==> config.mk <==
export PLATFORM = sky130hd
export DESIGN_NAME = sprite_draw
export DESIGN_NICKNAME = d
export VERILOG_FILES = /design/src/rtl/chip8_pkg.sv /design/src/rtl/sprite_draw.sv
export SDC_FILE = /design/constraint.sdc
export NUM_CORES = 1
export LEC_CHECK = 0
export CORE_MARGIN = 2
export CORE_UTILIZATION = 49
export DETAILED_ROUTE_END_ITERATION = 7
export PLACE_DENSITY = 0.9
export SYNTH_ARGS = -nofsm -noshare
export SYNTH_HDL_FRONTEND = slang
export SYNTH_SLANG_ARGS = --single-unit
==> constraint.sdc <==
create_clock -name Clk -period 2.65 [get_ports Clk]
set_input_delay 0.795 -clock Clk [delete_from_list [all_inputs] [get_ports Clk]]
set_output_delay 0.795 -clock Clk [all_outputs]
set_load 0.05 [all_outputs]
==> src/rtl/chip8_pkg.sv <==
// Shared CHIP-8 display geometry and the sprite-draw state encoding.
package chip8_pkg;

    localparam int DISP_W_DEF = 64;
    localparam int DISP_H_DEF = 32;

    typedef enum logic [2:0] {
        IDLE,
        FETCH,
        WAIT,
        PIXEL,
        DONE
    } draw_state_t;

endpackage

==> src/rtl/sprite_draw.sv <==
// CHIP-8 DXYN engine: fetches N sprite rows and XORs them into the framebuffer one pixel per cycle.
// Define SPRITE_CLIP_EN to skip off-screen pixels instead of wrapping them.
module sprite_draw
    import chip8_pkg::*;
#(
    parameter int DISP_W = DISP_W_DEF,
    parameter int DISP_H = DISP_H_DEF,
    parameter int ADDR_W = 12
) (
    input  logic              Clk,
    input  logic              Reset,
    input  logic              draw,
    input  logic [7:0]        destx,
    input  logic [7:0]        desty,
    input  logic [3:0]        spriteh,
    input  logic [ADDR_W-1:0] index,
    output logic [ADDR_W-1:0] mem_addr,
    input  logic [7:0]        mem_rdata,
    output logic [5:0]        fb_x,
    output logic [4:0]        fb_y,
    input  logic              fb_rdata,
    output logic              fb_we,
    output logic              fb_wdata,
    output logic              busy,
    output logic              drawdone,
    output logic              collision
);

    draw_state_t state, state_next;

    logic [7:0] x0;
    logic [7:0] y0;
    logic [3:0] n_rows;
    logic [3:0] row;
    logic [2:0] col;
    logic [7:0] row_bits;
    logic [8:0] x_sum;
    logic [8:0] y_sum;
    logic       pix_bit;
    logic       pix_off;
    logic       last_col;
    logic       last_row;

    // Origin is already reduced modulo the display, so one subtraction finishes the wrap.
    assign x_sum    = {1'b0, x0} + {6'b0, col};
    assign y_sum    = {1'b0, y0} + {5'b0, row};
    assign fb_x     = (x_sum >= 9'(DISP_W)) ? 6'(x_sum - 9'(DISP_W)) : x_sum[5:0];
    assign fb_y     = (y_sum >= 9'(DISP_H)) ? 5'(y_sum - 9'(DISP_H)) : y_sum[4:0];

    assign pix_bit  = row_bits[7];
    assign last_col = (col == 3'd7);
    assign last_row = (row == n_rows - 4'd1);

`ifdef SPRITE_CLIP_EN
    assign pix_off  = (x_sum >= 9'(DISP_W)) || (y_sum >= 9'(DISP_H));
`else
    assign pix_off  = 1'b0;
`endif

    assign busy     = (state != IDLE);
    assign drawdone = (state == DONE);

    always_ff @(posedge Clk) begin
        if (Reset) begin
            state <= IDLE;
        end else begin
            state <= state_next;
        end
    end

    always_comb begin
        state_next = state;
        fb_we      = 1'b0;
        fb_wdata   = 1'b0;
        case (state)
            IDLE: begin
                if (draw) begin
                    state_next = (spriteh == 4'd0) ? DONE : FETCH;
                end
            end
            FETCH: state_next = WAIT;
            WAIT:  state_next = PIXEL;
            PIXEL: begin
                fb_we    = pix_bit & ~pix_off;
                fb_wdata = fb_rdata ^ pix_bit;
                if (last_col) begin
                    state_next = last_row ? DONE : FETCH;
                end
            end
            DONE:    state_next = IDLE;
            default: state_next = IDLE;
        endcase
    end

    // mem_addr is loaded on the edge into FETCH, so it holds steady in every other state.
    always_ff @(posedge Clk) begin
        if (Reset) begin
            x0        <= '0;
            y0        <= '0;
            n_rows    <= '0;
            row       <= '0;
            col       <= '0;
            row_bits  <= '0;
            mem_addr  <= '0;
            collision <= 1'b0;
        end else begin
            case (state)
                IDLE: begin
                    if (draw) begin
                        x0        <= 8'(int'(destx) % DISP_W);
                        y0        <= 8'(int'(desty) % DISP_H);
                        n_rows    <= spriteh;
                        row       <= '0;
                        col       <= '0;
                        collision <= 1'b0;
                        if (spriteh != 4'd0) begin
                            mem_addr <= index;
                        end
                    end
                end
                WAIT: begin
                    row_bits <= mem_rdata;
                    col      <= '0;
                end
                PIXEL: begin
                    if (pix_bit && fb_rdata && !pix_off) begin
                        collision <= 1'b1;
                    end
                    row_bits <= {row_bits[6:0], 1'b0};
                    col      <= col + 3'd1;
                    if (last_col && !last_row) begin
                        row      <= row + 4'd1;
                        mem_addr <= mem_addr + ADDR_W'(1);
                    end
                end
                default: begin
                end
            endcase
        end
    end

endmodule

# Yosys cells after proc, flatten, opt, wreduce, memory -nomap -nowiden
# Index checks and enable logic that the tools add are counted.
# classes
n_eq_ne	11
bitwise_logic	1
n_reduce_logical	16
n_lt_le_gt_ge	2
n_mux	22
add_sub_neg	8
# ops
cell	n
$mux W12	3
$pmux W12 S2	1
$pmux W8 S2	1
$mux W3	5
$add A12 B1 Y12 const B	1
$pmux W3 S4	1
$ne A2 B2 Y1 const B	5
$pmux W3 S3	1
$mux W4	2
$pmux W4 S2	1
$add A6 B3 Y7	1
$ge A7 B7 Y1 const B	1
$add A5 B4 Y6	1
$eq A3 B2 Y1 const B	2
$eq A3 B3 Y1 const B	2
$ge A6 B6 Y1 const B	1
$mux W6	1
$reduce_and A2 Y1	3
$reduce_and A3 Y1	2
$reduce_bool A3 Y1	2
$sub A6 B1 Y6 const B	1
$mux W5	1
$sub A5 B1 Y5 const B	1
$add A4 B1 Y4 const B	1
14 further kinds	19
# totals
wordCells	69
register_bits	46

# Depth between registers and ports, before layout
# Gate-level depths: netlist of run 1.
# logic_depth
depth_word	6
depth_mapped	8

# Worst setup path after synthesis of run 1
# Ideal clock, no wire load.
# synth_timing
path_kind	reg2out
from	register row[0]
to	output port fb_y[4]
required_time_ns	1.855
path_slack_ns	-0.190
arrival_ns	2.045
path_stages_with_launch	8
cell_sequence	dfxtp_1 ha_1 inv_1 fa_1 inv_1 a21o_1 a21oi_1 xnor2_1
# synth_via
elab_chain_cells	3
# synth_lines
item	line	rtl
start: declaration	sprite_draw.sv:34	logic [3:0] row;
start signal: assignment	sprite_draw.sv:132	row <= row + 4'd1;
$add A5 B4 Y6 *	sprite_draw.sv:46	assign y_sum = {1'b0, y0} + {5'b0, row};
$sub A5 B1 Y5 / $ge A6 B6 Y1 (equally long branches)	sprite_draw.sv:48	assign fb_y = (y_sum >= 9'(DISP_H)) ? 5'(y_sum - 9'(DISP_H)) : y_sum[4:0];
$mux W5 *	sprite_draw.sv:48	
end: declaration	sprite_draw.sv:20	output logic [4:0] fb_y,
# Every way passes the cells marked *; elsewhere a longest branch is shown, timed or not.

# Worst setup path after layout of run 1
# layout_timing
from	input port fb_rdata
to	output port fb_wdata
# layout_via
elab_chain_cells	2
# layout_lines
item	line	rtl
start: declaration	sprite_draw.sv:21	input logic fb_rdata,
$xor A1 B1 Y1	sprite_draw.sv:85	fb_wdata = fb_rdata ^ pix_bit;
$mux W1	sprite_draw.sv:75	case (state)
end: declaration	sprite_draw.sv:23	output logic fb_wdata,
# Every way passes these cells.

==> results of run 1 <==
[layout by cell type, fill, tap and decap left out, drive strengths merged, types with 2 or more instances in the layout]
| master | instances |
|---|---|
| inv | 19 |
| a21oi | 35 |
| a221oi | 5 |
| a21o | 4 |
| and3b | 2 |
| mux2i | 7 |
| nand3 | 18 |
| buf | 30 |
| ha | 13 |
| o21ai | 20 |
| xor2 | 6 |
| a221o | 2 |
| clkbuf | 7 |
| nand3b | 2 |
| and3 | 3 |
| nor2 | 16 |
| fa | 2 |
| nand2 | 47 |
| nor2b | 2 |
| o221ai | 3 |
| a31oi | 2 |
| a211oi | 7 |
| o21a | 2 |
| nor3 | 8 |
| dfxtp | 46 |
| nand4 | 3 |
| or3 | 2 |
| clkdlybuf4s50 | 53 |
| o22ai | 2 |
| o31ai | 2 |
| and2 | 3 |
| nand2b | 2 |
| or4 | 3 |
| xnor2 | 11 |
[routing by layer]
metal	GRT usage	wire, um	up-vias
li1	-	-	1300
met1	0.260	2690	1200
met2	0.396	3390	77
met3	0.0244	275	11
met4	0.0702	81	0
met5	0	0	-
[layout make-up]
class | instances | area (um^2) | share of cell area
timing repair buffer | 83 | 906 | 0.244
multi-input combinational | 244 | 1650 | 0.444
tap | 70 | 87.6 | 0.0235
sequential | 46 | 928 | 0.250
inverter | 19 | 71.3 | 0.0192
clock buffer | 7 | 76.3 | 0.0205
[tightest hold or removal path: stages, from the launching register on]
cell and delay, ns:
sky130_fd_sc_hd__dfxtp_2 0.32, sky130_fd_sc_hd__nand2_1 0.05, sky130_fd_sc_hd__a21oi_1 0.05
[state kept, by name, summed over array words and instances (netlist names), 3 cells and up]
| signal | flops |
|---|---|
| mem_addr | 12 |
| y0 | 5 |
| n_rows | 4 |
| row_bits | 8 |
| state | 3 |
| col | 3 |
| row | 4 |
| x0 | 6 |
[power by group through the flow]
| stage | logic, mW | clock network (mW) | registers, mW |
|---|---|---|---|
| floorplan | 0.372 | 0 | 0.903 |
| global placement | 0.688 | 0 | 0.837 |
| detailed placement | 0.705 | 0 | 0.841 |
| CTS | 0.710 | 0.405 | 0.825 |
| global route | 0.773 | 0.435 | 0.836 |
| finish | 0.719 | 0.400 | 0.825 |
[path summary, 6_finish.rpt]
check / from / endpoint
max: fb_rdata / fb_wdata
min: x0[0]$_SDFFE_PP0P_ / x0[0]$_SDFFE_PP0P_
max reg2reg: col[0]$_SDFFE_PP0P_ / row[3]$_SDFFE_PP0P_
min reg2reg: x0[0]$_SDFFE_PP0P_ / x0[0]$_SDFFE_PP0P_
[cell families (layout without fill, tap and decap cells)]
family	after synthesis	in the layout
compound gates	88	88
xor+xnor	18	18
fa+ha+maj	15	15
buf+inv	37	109
flops	46	46
mux	8	8
simple gates	115	115
[repair_timing]
item | CTS | global route
resized for setup | 7 | 6
pin swaps | 2 | 3
setup endpoints to repair | 2 | 4
setup buffers | 1 | 2
==> metrics, run 1 <==
Primary FF master, synth=sky130_fd_sc_hd__dfxtp_1; number of distinct library cell variants in the gate-level netlist after synthesis=54; largest net degree at the start of global routing=18; fillcell total=414; power density relative to cell area=523 nW/um^2; number of synthesized flops with an enable pin=0; cells along the critical path=clkdlybuf4s50_1 > ha_1 > and3_4 > buf_12; cell depth of the worst setup path=4; total global routing track utilization=0.215; cell area after technology mapping=2680 um^2; required time worst endpoint=1.86 ns; post-synthesis sequential area ratio=0.344; count of endpoints failing setup in the final report=0; via count of the first global-routing pass=2516; number of buffers created by CTS=5; placed inst area=3590 um^2; share of the synthesized area in the top cell type=0.344; clock transition at the registers of the reported paths=0.08 ns; unrepaired setup endpoints after global routing=true; Finished Core Util=0.715; final hold violation count=0; sw frac=0.355; total via count after detailed routing=2588; latest clock arrival within the worst-skew pair=0.29 ns; clock skew after layout=0.00884 ns; Antenna Violating Nets Remaining=0; wire length of the first global-routing pass=10900 um; Slowest Stage Delay on Critical Path=about 0.40 ns; leakage power=1.46 nW; slowest CP cell=sky130_fd_sc_hd__clkdlybuf4s50_1; tightest slew margin relative to the limit=0.546; diodes inserted=0; wire per inst=between 10 and 15 um; cell type contributing the most total cell area after synthesis=sky130_fd_sc_hd__dfxtp_1; final-stage net count=458; number of cell rows=26; Seq pwr share=0.424; R2R cell count=8; maximum buffer depth of the clock tree=2; antenna violations before repair=0; Pwr Total=1.94 mW; layout cells sized above 1=0.158; initial core utilization=0.515; number of buffers and inverters on the critical path=2; H-tree levels=2; number of primary I/O pins=72; time the final worst path needs with I/O delays and setup=2.62 ns; signal arrival time at the worst endpoint=1.83 ns; Tcrit/Tclk final=0.990; die area=6070 um^2; number of register bits inferred by synthesis=46; DP Wirelength=4790 um; final estimated routing congestion in global placement=0.850; Int Power=1.25 mW; Post-Syn Instances=327; Worst setup SP type=input port; kind of critical path=input port to output pin; worst vdd ir=0.274 mV; compound-gate portion of the synthesized area=0.209; CTS root buf=sky130_fd_sc_hd__clkbuf_8; most used standard cells in the synthesized netlist=sky130_fd_sc_hd__dfxtp_1 (46), sky130_fd_sc_hd__nand2_1 (46), sky130_fd_sc_hd__a21oi_1 (34), sky130_fd_sc_hd__inv_1 (19); post-route cell area=3720 um^2; proportion of power drawn by combinational gates=0.370; slew at the pin closest to its max-slew limit=between 0.6 and 0.7 ns; CTS Hold Bufs=0; number of max-cap violations=0; # placed instances=459; main combinational cell family by area after synthesis=simple AND/OR/NAND/NOR gates; Clock power frac=0.206; via-per-instance ratio=5.52; area of the core=5200 um^2; count of cells along the worst hold path=2; port bufs=66; warning count from the yosys run=0; Worst Setup End Kind=output pin; post-synthesis share of cell area spent on and, or, nand and nor gates=0.214; XOR/XNOR Fraction of Synth Area=0.0701; biggest area contributors in the synthesized netlist=sky130_fd_sc_hd__dfxtp_1 (34%), sky130_fd_sc_hd__nand2_1 (6.4%), sky130_fd_sc_hd__a21oi_1 (6.4%), sky130_fd_sc_hd__ha_1 (6.1%), sky130_fd_sc_hd__xnor2_1 (3.6%); reg2reg setup slack=roughly 0.35 ns; detailed-routing iteration count for the pre-antenna-repair pass=5; final hold slack=approximately 0.46 ns; Clock Sinks=46; max-slew violation count=0; height of the chip=77.9 um; outcome=finished clean; initial detailed-routing violation count=150; mux cell area share after synthesis=0.0304; final setup slack of the worst path=~0.027 ns; Max FO, Critical Path=1; synthesis-to-layout area growth=38.9%; timing-limited maximum frequency=381 MHz; Net Count, Synth=386; crit-path leading delay family=buffers and inverters; Setup TNS Final=0 ns; routed wire length=between 6000 and 7000 um; switching power summed over all nets=just under 0.7 mW; worst slack at placement=-0.0855 ns; non-filler cells, final=469; synthesized area per cell=8.19 um^2; number of remaining DRC errors=0; CTS tree=built; Die X=between 70 and 80 um; overflow left after global routing=0; worst hold path class=register to register; share of synthesized registers carrying an async set or reset=0; adder-cell share of the synthesized area=0.0757
Note: power is estimated with default switching activity, not from simulation.
==> inputs of run 2 (changes only) <==
- ABC_CLOCK_PERIOD_IN_PS: default -> 2650
==> results of run 2 <==
Final layout, timing and power as in run 1 (identical DEF).
